File: src/rtl/encoder_pkg.sv
// rtl/encoder_pkg.sv - shared widths, FSM encoding and lowest-set-bit helper
package encoder_pkg;

  localparam int WIDTH = 32;
  localparam int ADR_W = 5;

  typedef enum logic [1:0] {
    IDLE = 2'd0,
    SCAN = 2'd1,
    FIN  = 2'd2
  } state_t;

  // Index of the lowest set bit; 0 when the vector is empty.
  function automatic logic [ADR_W-1:0] lowest_set(input logic [WIDTH-1:0] vec);
    logic [ADR_W-1:0] idx;
    idx = '0;
    for (int i = WIDTH - 1; i >= 0; i--) begin
      if (vec[i]) begin
        idx = ADR_W'(i);
      end
    end
    return idx;
  endfunction

endpackage

File: src/rtl/encoder_32_to_5_scan_if.sv
// rtl/encoder_32_to_5_scan_if.sv - load/index handshake bundle for the scan encoder
interface encoder_32_to_5_scan_if #(
  parameter int WIDTH = 32,
  parameter int ADR_W = 5
);

  logic             load;
  logic [WIDTH-1:0] req_vec;
  logic             busy;
  logic [ADR_W-1:0] adr;
  logic             adr_valid;
  logic             adr_ready;
  logic             done;
  logic [ADR_W:0]   count;

  // Requester side: starts jobs and consumes indices.
  modport master (
    output load,
    output req_vec,
    output adr_ready,
    input  busy,
    input  adr,
    input  adr_valid,
    input  done,
    input  count
  );

  // Encoder side.
  modport slave (
    input  load,
    input  req_vec,
    input  adr_ready,
    output busy,
    output adr,
    output adr_valid,
    output done,
    output count
  );

endinterface

File: src/rtl/priority_encoder_32.sv
// rtl/priority_encoder_32.sv - combinational lowest-set-bit encoder for a 32-bit mask
module priority_encoder_32
  import encoder_pkg::*;
(
  input  logic [WIDTH-1:0] vec,
  output logic [ADR_W-1:0] idx,
  output logic             found
);

  // Pure combinational search; idx is 0 when nothing is set.
  always_comb begin
    idx   = lowest_set(vec);
    found = |vec;
  end

endmodule

File: src/rtl/encoder_32_to_5_scan.sv
// rtl/encoder_32_to_5_scan.sv - serialises a request mask into register indices; ENCODER_ROUND_ROBIN_EN selects rotating priority
module encoder_32_to_5_scan
  import encoder_pkg::*;
(
  input  logic                  clk,
  input  logic                  rst_n,
  encoder_32_to_5_scan_if.slave bus
);

  localparam int CW = ADR_W + 1;

  state_t           state_q, state_d;
  logic [WIDTH-1:0] pending_q, pending_d;
  logic [ADR_W-1:0] adr_q, adr_d;
  logic [CW-1:0]    count_q, count_d;
  logic             accept;

  logic [WIDTH-1:0] sel_vec;
  logic [ADR_W-1:0] enc_idx;
  logic             enc_found;
  logic [ADR_W-1:0] sel_idx;

  // A beat is taken only while an index is being offered.
  assign accept = (state_q == SCAN) && bus.adr_ready;

`ifdef ENCODER_ROUND_ROBIN_EN
  logic [ADR_W-1:0]   ptr_q, ptr_d;
  logic [ADR_W-1:0]   start;
  logic [2*WIDTH-1:0] dbl;

  // The last served index becomes the new priority origin.
  always_comb begin
    ptr_d = ptr_q;
    if (accept) begin
      ptr_d = adr_q;
    end
  end

  // Rotate the mask so that bit ptr+1 lands at position 0, encode, then undo the rotation.
  always_comb begin
    start   = ptr_d + ADR_W'(1);
    dbl     = {pending_d, pending_d} >> start;
    sel_vec = dbl[WIDTH-1:0];
    sel_idx = enc_idx + start;
  end

  // Pointer persists across jobs; only reset clears it.
  always_ff @(posedge clk) begin
    if (!rst_n) begin
      ptr_q <= '0;
    end else begin
      ptr_q <= ptr_d;
    end
  end
`else
  // Fixed priority: lowest pending index wins.
  always_comb begin
    sel_vec = pending_d;
    sel_idx = enc_idx;
  end
`endif

  priority_encoder_32 u_penc (
    .vec   (sel_vec),
    .idx   (enc_idx),
    .found (enc_found)
  );

  // Next-state, pending mask and count; Load is only looked at in IDLE.
  always_comb begin
    state_d   = state_q;
    pending_d = pending_q;
    count_d   = count_q;
    case (state_q)
      IDLE: begin
        if (bus.load) begin
          pending_d = bus.req_vec;
          count_d   = '0;
          state_d   = (|bus.req_vec) ? SCAN : FIN;
        end
      end
      SCAN: begin
        if (accept) begin
          pending_d = pending_q & ~(WIDTH'(1) << adr_q);
          count_d   = count_q + CW'(1);
          if (pending_d == '0) begin
            state_d = FIN;
          end
        end
      end
      FIN: begin
        state_d = IDLE;
      end
      default: begin
        state_d = IDLE;
      end
    endcase
  end

  // The offered index only moves on job start or an accepted beat, so it is stable under stall.
  always_comb begin
    adr_d = adr_q;
    if ((state_d == SCAN) && enc_found && ((state_q != SCAN) || accept)) begin
      adr_d = sel_idx;
    end
  end

  // State registers; reset abandons any job without a Done pulse.
  always_ff @(posedge clk) begin
    if (!rst_n) begin
      state_q   <= IDLE;
      pending_q <= '0;
      adr_q     <= '0;
      count_q   <= '0;
    end else begin
      state_q   <= state_d;
      pending_q <= pending_d;
      adr_q     <= adr_d;
      count_q   <= count_d;
    end
  end

  // Status outputs are plain state decodes, so Done and AdrValid can never overlap.
  assign bus.busy      = (state_q == SCAN);
  assign bus.adr_valid = (state_q == SCAN);
  assign bus.done      = (state_q == FIN);
  assign bus.adr       = adr_q;
  assign bus.count     = count_q;

endmodule

File: src/flat_wrapper.sv
// flat-port wrapper written by rule: the top's interface ports become plain ports
module encoder_32_to_5_scan_flat import encoder_pkg::*;
  (clk, rst_n, bus_load, bus_req_vec, bus_adr_ready, bus_busy, bus_adr, bus_adr_valid, bus_done, bus_count);
  encoder_32_to_5_scan_if #(.WIDTH(32), .ADR_W(5)) bus_i ();
  input  logic clk;
  input  logic rst_n;
  input wire logic [$bits(bus_i.load)-1:0] bus_load;
  input wire logic [$bits(bus_i.req_vec)-1:0] bus_req_vec;
  input wire logic [$bits(bus_i.adr_ready)-1:0] bus_adr_ready;
  output wire logic [$bits(bus_i.busy)-1:0] bus_busy;
  output wire logic [$bits(bus_i.adr)-1:0] bus_adr;
  output wire logic [$bits(bus_i.adr_valid)-1:0] bus_adr_valid;
  output wire logic [$bits(bus_i.done)-1:0] bus_done;
  output wire logic [$bits(bus_i.count)-1:0] bus_count;
  assign bus_i.load = bus_load;
  assign bus_i.req_vec = bus_req_vec;
  assign bus_i.adr_ready = bus_adr_ready;
  assign bus_busy = bus_i.busy;
  assign bus_adr = bus_i.adr;
  assign bus_adr_valid = bus_i.adr_valid;
  assign bus_done = bus_i.done;
  assign bus_count = bus_i.count;
  encoder_32_to_5_scan u_core (.clk(clk), .rst_n(rst_n), .bus(bus_i));
endmodule
File: config.mk
export PLATFORM = sky130hd
export DESIGN_NAME = encoder_32_to_5_scan_flat
export DESIGN_NICKNAME = d
export VERILOG_FILES = /design/src/rtl/encoder_pkg.sv /design/src/rtl/encoder_32_to_5_scan_if.sv /design/src/rtl/priority_encoder_32.sv /design/src/rtl/encoder_32_to_5_scan.sv /design/src/flat_wrapper.sv
export SDC_FILE = /design/constraint.sdc
export NUM_CORES = 1
export LEC_CHECK = 0
export BUFFER_PORTS_ARGS = -buffer_cell sky130_fd_sc_hd__buf_2
export CORE_UTILIZATION = 57
export DETAILED_ROUTE_END_ITERATION = 10
export HOLD_SLACK_MARGIN = 0.05
export PLACE_DENSITY = 0.89
export SYNTH_ARGS = -nofsm -noshare
export SYNTH_HDL_FRONTEND = slang
export SYNTH_HIERARCHICAL = 1
export SYNTH_SLANG_ARGS = --single-unit
File: constraint.sdc
create_clock -name clk -period 3 [get_ports clk]
set_input_delay 0.15 -clock clk [delete_from_list [all_inputs] [get_ports clk]]
set_output_delay 0.15 -clock clk [all_outputs]
set_load 0.05 [all_outputs]
==> key figures, run 1 <==
Timing
  • Max-slew violations: 0
  • Setup TNS: 0 ps
  • Final Critical Period: roughly 2900 ps
  • Worst slew pin tran: ~720 ps
  • Final setup vio count: 0
  • RSZ-0062 raised after global routing: no
  • Tcrit/Tclk final: approximately 96%
  • Final hold violations: 0
  • Setup Skew: ~10 ps
  • Hold slack: between 200 and 300 ps
  • F_max: approximately 0.35 GHz
  • Rel. slew slack: between 50% and 60%

Clocking
  • Worst-path clk slew: 90 ps
  • CTS resizes: 0
  • Post-cts hold buffer count: 0
  • Longest Clk Path Bufs: 2
  • CTS root buf: clkbuf_8
  • Postcts setup bufs: 0
  • TritonCTS Sinks: 45
  • Number of CTS-inserted buffers: 5
  • Htree depth: 2
  • CTS tree: built
  • Clk_lat worst skew: about 300 ps

Routing
  • Vias: 3529
  • M1 wire length: roughly 4.4 mm
  • Vias per inst: around 6.5
  • Met2 wire len: about 4.7 mm
  • DRC: 0
  • Antenna-violating nets left: 0
  • WL met3: 1.167 mm
  • Drt pass-1 iters: 5
  • Final WL: 10.69 mm
  • Initial DRC count: between 300 and 400
  • DR top layer: met4
  • Wirelength per Cell: 19.82 um

Setup path
  • Critical path arrival: 3050 ps
  • Reg2Reg Depth: 10
  • Crit path kind: reg -> reg
  • Critical path endpoint: u_core/bus.adr[3]
  • Crit path capture type: flop
  • R2r setup slk: approximately 130 ps
  • CP startpoint: u_core/bus.adr[0]
  • Crit-path max FO: 12
  • Worst r2r dst: u_core/bus.adr[3]
  • Critical Path RT: ~3200 ps
  • RR Startpoint: u_core/bus.adr[0]
  • Crit start category: flop

Layout
  • Most common cell after layout, fill and taps aside: nor2_1
  • Commonest cells after routing, fill and taps aside: nor2_1, buf_2, dfxtp_1, nand2_1, and2_1
  • Synth-to-layout area growth: 17.67%
  • Fillers: approximately 460
  • Share of post-route cells with drive strength above 1: around 22%
  • Layout Nets: about 510
  • Final Util: a little over 70%
  • Diodes inserted: 0

GRT
  • First-pass GRT wire length: between 15 and 20 mm
  • All-Layer GR Usage: 37.54%
  • Vias in the first global route: about 3300
  • Largest net degree at the start of global routing: 48
  • Gr ovfl total: 0
  • Initial antenna violation count: 0

Power and ir drop
  • Lkg Pwr: approximately 1.5 nW
  • Clock power share: between 20% and 30%
  • Share of total power in sequential cells: approximately 40%
  • Pint: 1.116 mW
  • P per Cell Area: between 400 and 500 nW/um^2
  • VDD IR max: about 0.00034 V
  • Net switching fraction of the power: ~36%
  • Power Total: 1.736 mW
  • Combinational Power Share: about a third
  • NetSw: 0.6205 mW

Die
  • Core ar.: approximately 5200 sq um
  • Die height: 76.35 um
  • Die area: 5829 sq um
  • Die width: 76.35 um
  • Number of top-level pins: 50
  • # rows: 26
  • Starting Density: approximately three fifths

Run
  • Max Cap Violations: 0

Logic synthesis
  • Ys flop type: dfxtp_1
  • FFs w/ async S/R, synth: 0%
  • Yosys warnings: 6
  • Number of enable flip-flop cells after synthesis: 0
  • Register area share after synthesis: 28.59%
  • Synth Register Bits: between 40 and 50
  • Synthesized area: roughly 3200 sq um
  • Syn_area_per_cell: 7.684 sq um
  • Net Count, Synth: approximately 450
  • Post-Syn Instances: between 400 and 500
  • Post-synth cell types: 57

Placement
  • I/O Buffers: 49
  • HPWL Detailed: approximately 8.3 mm
  • Routability Congestion: slightly above 1

Worst hold path
  • Hold Crit Class: in -> reg

Run status
  • Run status: complete, no violations
-- worst max-delay path: stages, from the launching register on --
cell and delay (ps):
dfxtp_1 450, buf_4 230, or4_4 580, o22ai_1 160, nor2_1 130, or4_4 450
nor3_2 210, nand4_1 140, inv_1 120, a211oi_2 90, mux2i_1 170
-- cell families (layout without fill, tap and decap cells) --
| group | count (synthesis) | after routing | share of synthesized area [%] |
|---|---|---|---|
| AOI/OAI and AO/OA | 80 | 80 | 17.75 |
| muxes | 25 | 25 | 8.102 |
| and+or+nand+nor | 223 | 223 | 39.20 |
| xor gates and xnor gates | 4 | 4 | 1.112 |
| adders and majority gates | 1 | 1 | 0.3971 |
| buffers and inverters | 32 | 91 | 4.845 |
| DFF | 45 | 45 | 28.59 |
-- through the flow --
stage,setup WS [ps],std cells,cell area (sq um)
floorplan,2.221,410,3151
global placement,221.5,531,3575
detailed placement,119.9,531,3575
CTS,100.9,539,3687
global route,17.02,539,3707
finish,126.4,539,3707
-- Yosys cell counts, types with 3 or more instances --
cell type,count,share of area (%)
or3b_1,3,0.83
and2_1,34,6.8
nand2_1,39,4.6
clkbuf_1,12,1.4
xor2_1,3,0.83
o22ai_1,9,1.8
nand3b_1,5,1.2
mux2_2,3,1.1
or4_1,3,0.71
o21a_1,5,1.2
nor2_1,58,6.9
o31ai_1,6,1.4
buf_4,7,1.7
dfxtp_1,45,29
o32ai_1,4,1.1
nor4_1,22,4.4
nor2b_1,6,1.2
nand4_1,3,0.60
a31oi_1,3,0.60
or4_4,3,1.1
o32ai_2,3,1.5
buf_2,5,0.79
inv_1,8,0.95
nand3_1,4,0.64
a2bb2oi_1,5,1.4
nor3_1,16,2.5
o21ai_0,5,0.79
mux2i_1,21,6.7
a21oi_1,26,4.1
nor3b_1,4,0.95
nand2b_1,7,1.4
-- state kept, by name, summed over array words and instances, names as in the netlist --
| signal | flops |
|---|---|
| u_core/state_q | 2 |
| u_core/bus.adr | 5 |
| u_core/bus.count | 6 |
| u_core/pending_q | 32 |
-- how the worst min path moves through the flow --
stage	from	to	slack, ps	cells after the start
3_3_place_gp	u_core/bus.count[5]	u_core/bus.count[5]	490	2
3_5_place_dp	u_core/bus.count[5]	u_core/bus.count[5]	520	2
6_report	bus_req_vec[14]	u_core/state_q[1]	300	6
4_1_cts	bus_req_vec[10]	u_core/state_q[1]	270	6
2_1_floorplan	bus_req_vec[7]	u_core/state_q[1]	420	5
5_1_grt	bus_req_vec[14]	u_core/state_q[1]	310	6
-- power by group through the flow --
| stage | clock network (mW) | registers (mW) | logic (mW) |
|---|---|---|---|
| finish | 0.474 | 0.694 | 0.568 |
| floorplan | 0 | 0.697 | 0.366 |
| global placement | 0 | 0.704 | 0.541 |
| detailed placement | 0 | 0.704 | 0.544 |
| CTS | 0.485 | 0.690 | 0.546 |
| global route | 0.500 | 0.697 | 0.609 |
-- final cells by class --
| type | count | area [sq um] | share of cell area (%) |
|---|---|---|---|
| multi-input combinational | 333 | 2122 | 57.24 |
| sequential | 45 | 902.1 | 24.33 |
| timing repair buffer | 75 | 452.9 | 12.22 |
| tap | 70 | 87.58 | 2.362 |
| clock buffer | 5 | 68.82 | 1.856 |
| clock inverter | 3 | 43.79 | 1.181 |
| inverter | 8 | 30.03 | 0.8100 |
-- layer usage --
layer,vias up,track usage [%]
met3,40,7.545
met1,1661,49.44
met4,0,18.27
met2,223,58.38
met5,-,0
li1,1605,-
Power figures use the tool's default switching activity.
==> run 2: changes to the inputs <==
Settings changed: CORE_UTILIZATION 57 to 55, GPL_TIMING_DRIVEN set to 0, PLACE_DENSITY 0.89 to 0.87.
==> key figures, run 2 (same netlist as run 1, synthesis figures left out) <==
Layout
  • Layout Nets: 508 (+0.59%)
  • Commonest cells after routing, fill and taps aside: nor2_1, buf_2, dfxtp_1, nand2_1, and2_1
  • Fin cells: 544 (+0.93%)
  • Synth-to-layout area growth: 22.44%
  • Reg area: 908.4 sq um (+0.69%)
  • Max reg flops: 32 (unchanged)
  • Diodes inserted: 0 (unchanged)
  • Multi-input gate area: 2250 sq um (+6.0%)
  • Reg with most FFs: u_core/pending_q
  • Fillers: 481 (+5.7%)
  • Most common cell after layout, fill and taps aside: nor2_1
  • Share of post-route cells with drive strength above 1: 27.33% (+5.2 points)

Timing
  • Setup Skew: 9.755 ps (-0.2810 ps)
  • Final Critical Period: 2898 ps (+24.67 ps)
  • RSZ-0062 raised after global routing: yes
  • Min setup slack post-route: 101.7 ps (-24.67 ps)
  • Final hold violations: 0 (unchanged)
  • Final setup vio count: 0 (unchanged)
  • F_max: 0.3450 GHz (-0.85%)
  • Max-slew violations: 0 (unchanged)
  • Setup TNS: 0 ps (unchanged)
  • Hold slack: 265.7 ps (-33.88 ps)
  • Tcrit/Tclk final: 96.61% (+0.82 points)
  • Rel. slew slack: 53.60% (+2.1 points)
  • Worst slew pin tran: 696.0 ps (-24.32 ps)

Clocking
  • TritonCTS Sinks: 45 (unchanged)
  • Longest Clk Path Bufs: 2 (unchanged)
  • Post-cts hold buffer count: 0 (unchanged)
  • Clk_lat worst skew: 300 ps (about the same)
  • Number of CTS-inserted buffers: 5 (unchanged)
  • CTS root buf: clkbuf_8
  • Htree depth: 2 (unchanged)
  • Worst-path clk slew: 90 ps (about the same)
  • CTS tree: built

Placement
  • I/O Buffers: 48 (-2.0%)
  • Place WS: -571.1 ps (-691.0 ps)
  • Placed cells: 530 (-0.19%)
  • Routability Congestion: 0.9716 (-3.5%)
  • HPWL Detailed: 8.633 mm (+4.0%)

Setup path
  • Reg2Reg Depth: 16 (+6)
  • Critical Path RT: 3230 ps (+60 ps)
  • Crit-path max FO: 10 (-2)
  • Crit path kind: reg -> reg
  • Crit start category: flop
  • RR Startpoint: u_core/bus.adr[1]
  • Worst r2r dst: u_core/bus.adr[2]
  • CP startpoint: u_core/bus.adr[1]
  • Critical path endpoint: u_core/bus.adr[2]
  • Critical path arrival: 3130 ps (+80 ps)
  • R2r setup slk: 100 ps (-20 ps)
  • Crit path capture type: flop

Power and ir drop
  • VDD IR max: 0.0002321 V (-32%)
  • Power Total: 1.784 mW (+2.8%)
  • P per Cell Area: 462.5 nW/um^2 (-1.2%)
  • Lkg Pwr: 1.502 nW (+1.6%)

Routing
  • Drt pass-1 iters: 5 (unchanged)
  • Initial DRC count: 359 (-8.2%)
  • DRC: 0 (unchanged)
  • Wirelength per Cell: 20.87 um (+5.3%)
  • Antenna-violating nets left: 0 (unchanged)
  • Vias per inst: 6.504 (-0.67%)
  • Vias: 3538 (+0.26%)
  • Final WL: 11.35 mm (+6.2%)

Die
  • Die area: 6035 sq um (+3.5%)
  • Core ar.: 5507 sq um (+5.8%)
  • Number of top-level pins: 50 (unchanged)
  • # rows: 27 (+3.8%)
  • Starting Density: 57.21% (-3.3 points)
  • Die width: 77.69 um (+1.8%)
  • Die height: 77.69 um (+1.8%)

GRT
  • First-pass GRT wire length: 17.39 mm (+3.1%)
  • Vias in the first global route: 3300 (+0.21%)
  • Gr ovfl total: 0 (unchanged)
  • Initial antenna violation count: 0 (unchanged)
  • All-Layer GR Usage: 38.62% (+1.1 points)
  • Largest net degree at the start of global routing: 20 (-58%)

Run
  • Max Cap Violations: 0 (unchanged)

Worst hold path
  • Hold Crit Class: in -> reg

Run status
  • Run status: complete, no violations
==> run 2: changes by cell type in the layout (fill, tap and decap cells not counted), moves of 3 or more <==
cell / previous run / this run
buf_4: 25 / 18
clkbuf_1: 0 / 6
nor2_1: 58 / 53
nor2_2: 0 / 4
buf_6: 0 / 3
dfxtp_1: 44 / 41
nor3_1: 15 / 12
nor4_1: 21 / 18
nor4_2: 1 / 4
==> run 2: worst max-delay path, cell delays in order, from the launching register on <==
cell and delay [ps]:
dfxtp_4 400, buf_4 180, buf_4 210, nand4b_1 220
o22ai_2 190, nor2_1 120, nor4_2 320, buf_4 160
buf_4 90, buf_4 90, buf_4 90, a21oi_1 70
o21ai_1 170, nand2_1 120, a21boi_2 210, nand2_1 70
mux2i_1 130
==> run 2: worst min path at each step <==
stage                     slack (ps)                   to  cells after the start           startpoint
after floorplan                  420    u_core/state_q[1]                      5       bus_req_vec[7]
after global placement           500  u_core/bus.count[5]                      2  u_core/bus.count[5]
after detailed placement         530  u_core/bus.count[4]                      2  u_core/bus.count[4]
after CTS                        260    u_core/bus.adr[0]                      3                rst_n
after global routing             280    u_core/bus.adr[0]                      3                rst_n
final                            270    u_core/bus.adr[0]                      3                rst_n
==> run 2: metal layers <==
layer / GRT usage [%] / vias to the layer above / wire length, um
met5: 0 / - / 0
met4: 17.74 / 0 / 443
met3: 7.882 / 41 / 1034
met2: 62.21 / 223 / 5199
met1: 49.35 / 1665 / 4674
li1: - / 1609 / -
==> run 2: power breakdown <==
group	switching, mW	internal (mW)	leakage [nW]
clock network	0.210	0.272	0.0585
registers	0.0470	0.637	0.371
logic	0.376	0.242	1.07
==> run 2: metrics by stage <==
stage / instance area, sq um / utilization [%]
final: 3857 / 70.05
after global routing: 3857 / 70.05
after CTS: 3716 / 67.48
after detailed placement: 3481 / 63.21
after global placement: 3481 / 63.21
after floorplan: 3151 / -
==> run 2: cell type report <==
cell class | count | share of cell area (%)
multi-input cells | 333 | 58.32
flip-flops and latches | 45 | 23.55
repair buffers | 59 | 8.693
plain buffers | 19 | 3.308
well taps | 72 | 2.335
clock buffers | 7 | 2.238
clock inverters | 1 | 0.7785
inverters | 8 | 0.7785
==> run 2: repair_timing <==
action                     in CTS  in global routing
setup endpoints to repair       5                  5
gates resized for setup        26                 30
setup buffers                   6                  5
pin swaps                       3                  7
==> run 3: changes to the inputs <==
Settings changed: ABC_AREA set to 1, CORE_MARGIN set to 2.
==> key figures, run 3 <==
Setup path
  • Reg2Reg Depth: 41 (+25)
  • R2r setup slk: -160 ps (-260 ps)
  • Critical path's slowest cell: dfxtp_2
  • Crit path capture type: flop
  • Crit path kind: reg -> reg
  • Critical path arrival: 3360 ps (+230 ps)
  • Crit-path max FO: 10 (unchanged)
  • Delay of the slowest cell on the worst path: 340 ps (-60 ps)
  • RR Startpoint: u_core/state_q[1]
  • Worst r2r dst: u_core/bus.adr[0]
  • Crit start category: flop
  • Critical Path RT: 3200 ps (-30 ps)
  • CP startpoint: u_core/state_q[1]
  • Most common cell on crit path: nand2_1

Logic synthesis
  • Commonest cells post-synth: nand2_1, nor2_1, inv_1
  • Post-synth cell types: 40 (-30%)
  • FFs w/ async S/R, synth: 0% (unchanged)
  • Register area share after synthesis: 27.78% (-0.82 points)
  • Cell taking the most area after synthesis: dfxtp_1
  • Most common cell in the synthesized netlist: nand2_1
  • Net Count, Synth: 570 (+28%)
  • Number of enable flip-flop cells after synthesis: 0 (unchanged)
  • Syn_area_per_cell: 6.085 sq um (-21%)
  • Top cells by area, synth: dfxtp_1, nand2_1, nor2_1, inv_1, a21oi_1
  • Synth Register Bits: 45 (unchanged)
  • Ys flop type: dfxtp_1
  • Post-Syn Instances: 533 (+30%)
  • Yosys warnings: 6 (unchanged)
  • Synth top area share: 27.78% (-0.82 points)
  • Synthesized area: 3243 sq um (+2.9%)

GRT
  • GR peak layer: met2
  • Global Route met3 Usage: 7.556% (-0.33 points)
  • Vias in the first global route: 3591 (+8.8%)
  • Gr ovfl total: 0 (unchanged)
  • GR met1 Demand/Resource: 41.64% (-7.7 points)
  • Largest net degree at the start of global routing: 16 (-20%)
  • Initial antenna violation count: 0 (unchanged)
  • All-Layer GR Usage: 32.44% (-6.2 points)
  • Met2 Usage GRT: 53.58% (-8.6 points)
  • First-pass GRT wire length: 16.49 mm (-5.2%)

Run status
  • Run status: finished with violations
  • Failing checks: setup timing

Layout
  • Most common cell after layout, fill and taps aside: nand2_1
  • Synth-to-layout area growth: 20.33%
  • Share of post-route cells with drive strength above 1: 21.33% (-6.0 points)
  • Layout Nets: 636 (+25%)
  • Max reg flops: 32 (unchanged)
  • Reg with most FFs: u_core/pending_q
  • Commonest cells after routing, fill and taps aside: nand2_1, nor2_1, buf_2, inv_1, dfxtp_1
  • Fin cells: 672 (+24%)
  • Post-layout instance area: 3902 sq um (+1.2%)
  • Final Util: 69.59% (-0.46 points)
  • Diodes inserted: 0 (unchanged)

Clocking
  • CTS tree: built
  • Htree depth: 2 (unchanged)
  • Longest Clk Path Bufs: 2 (unchanged)
  • TritonCTS Sinks: 45 (unchanged)
  • Number of CTS-inserted buffers: 5 (unchanged)
  • Post-cts hold buffer count: 0 (unchanged)
  • Worst-path clk slew: 90 ps (about the same)
  • Clk_lat worst skew: 300 ps (about the same)
  • CTS root buf: clkbuf_8

Timing
  • Hold slack: 187.0 ps (-78.68 ps)
  • Worst slew pin tran: 595.1 ps (-100.9 ps)
  • Tcrit/Tclk final: 105.2% (+8.6 points)
  • Final hold violations: 0 (unchanged)
  • Final setup vio count: 1 (+1)
  • RSZ-0062 raised after global routing: yes
  • Max-slew violations: 0 (unchanged)
  • Rel. slew slack: 60.33% (+6.7 points)
  • Final Critical Period: 3157 ps (+258.7 ps)
  • Setup Skew: 7.376 ps (-2.380 ps)
  • Min setup slack post-route: -157.0 ps (-258.7 ps)
  • Setup TNS: -157.0 ps (-157.0 ps)
  • F_max: 0.3168 GHz (-8.2%)

Die
  • Core ar.: 5608 sq um (+1.8%)
  • Number of top-level pins: 50 (unchanged)
  • Die area: 6527 sq um (+8.2%)
  • Starting Density: 57.83% (+0.62 points)
  • Die width: 80.79 um (+4.0%)
  • # rows: 27 (unchanged)
  • Die height: 80.79 um (+4.0%)

Power and ir drop
  • Combinational Power Share: 36.2% (+1.5 points)
  • Power Total: 1.802 mW (+1.0%)
  • NetSw: 0.6872 mW (+8.5%)
  • P per Cell Area: 461.8 nW/um^2 (-0.16%)
  • Pint: 1.115 mW (-3.1%)
  • VDD IR max: 0.0003539 V (+52%)
  • Net switching fraction of the power: 38.14% (+2.6 points)
  • Lkg Pwr: 1.883 nW (+25%)
  • Share of total power in sequential cells: 37.2% (-1.1 points)
  • Clock power share: 26.6% (-0.4 points)

Placement
  • Placed cells: 654 (+23%)
  • Dpl cell area: 3583 sq um (+2.9%)
  • Routability Congestion: 0.9905 (+1.9%)
  • HPWL Detailed: 7.637 mm (-12%)
  • I/O Buffers: 49 (+2.1%)
  • Place WS: -577.8 ps (-6.692 ps)

Routing
  • Drt pass-1 iters: 5 (unchanged)
  • Wirelength per Cell: 15.16 um (-27%)
  • Final WL: 10.19 mm (-10%)
  • DRC: 0 (unchanged)
  • Vias: 3823 (+8.1%)
  • Vias per inst: 5.689 (-13%)
  • Antenna-violating nets left: 0 (unchanged)
  • Initial DRC count: 397 (+11%)

Worst hold path
  • HP Start: rst_n
  • Hold Crit Class: in -> reg
  • Hold path depth: 3 (unchanged)
  • WHS Endpoint: u_core/pending_q[0]

Run
  • Max Cap Violations: 0 (unchanged)
-- run 3: changes by cell type in the layout (fill, tap and decap cells not counted), moves of 7 or more --
cell and change:
nor2_1 +16, o22ai_1 -8, nor4_1 -8, inv_1 +48, nand2_1 +118, mux2i_1 -7, nand3_1 +11, nor3_1 -8
nand4_1 +22, a21oi_1 +10, a211oi_1 +12, and2_1 -22
-- run 3: cells by family (layout without fill, tap and decap cells) --
family	count (synthesis)	after routing	synth area share (%)
AOI/OAI and AO/OA	76	76	13.70
adders and majority gates	1	1	0.3857
buffers and inverters	89	156	12.38
DFF	45	45	27.78
muxes	13	13	4.012
and+or+nand+nor	309	309	41.74
-- run 3: worst max-delay path: cells and delay by family, from the launching register on --
family	cells	cell delay, ps
buffers and inverters	4	390
DFF	1	340
AOI/OAI and AO/OA	2	240
and+or+nand+nor	35	2110
-- run 3: how the worst max path moves through the flow --
stage / to / slack (ps) / cells past startpoint
5_1_grt: u_core/bus.adr[0] / -580 / 41
3_3_place_gp: u_core/bus.adr[0] / -580 / 41
3_5_place_dp: u_core/bus.adr[0] / -580 / 41
4_1_cts: u_core/bus.adr[0] / -90 / 43
2_1_floorplan: u_core/bus.adr[0] / 10 / 39
6_report: u_core/bus.adr[0] / -160 / 41
-- run 3: timing repair --
action	4_1_cts	5_1_grt
setup buffers	4	7
pin swaps	1	13
gates resized for setup	23	15
gates cloned	0	1
endpoints found under the setup margin	5	5
-- run 3: metal layers --
layer  wire (um)  vias to the layer above  part of all wire (%)
met5           0                        -                     0
met2        4588                      197                    45
met1        4349                     1734                    43
li1            -                     1868                     -
met3        1017                       24                    10
met4         233                        0                   2.3
-- run 3: cell type report --
| class | count | area [sq um] |
|---|---|---|
| multi-input combinational | 399 | 2008 |
| fill | 496 | 1705 |
| sequential | 45 | 908.4 |
| timing repair buffer | 61 | 352.8 |
| inverter | 63 | 269.0 |
| buffer | 24 | 158.9 |
| tap | 72 | 90.09 |
| clock buffer | 5 | 68.82 |
| clock inverter | 3 | 46.29 |
-- run 3: power groups by stage --
| stage | sequential [mW] | clock, mW | combinational [mW] |
|---|---|---|---|
| floorplan | 0.707 | 0 | 0.402 |
| global placement | 0.676 | 0 | 0.579 |
| detailed placement | 0.677 | 0 | 0.589 |
| CTS | 0.664 | 0.482 | 0.609 |
| global route | 0.674 | 0.503 | 0.715 |
| finish | 0.670 | 0.479 | 0.653 |
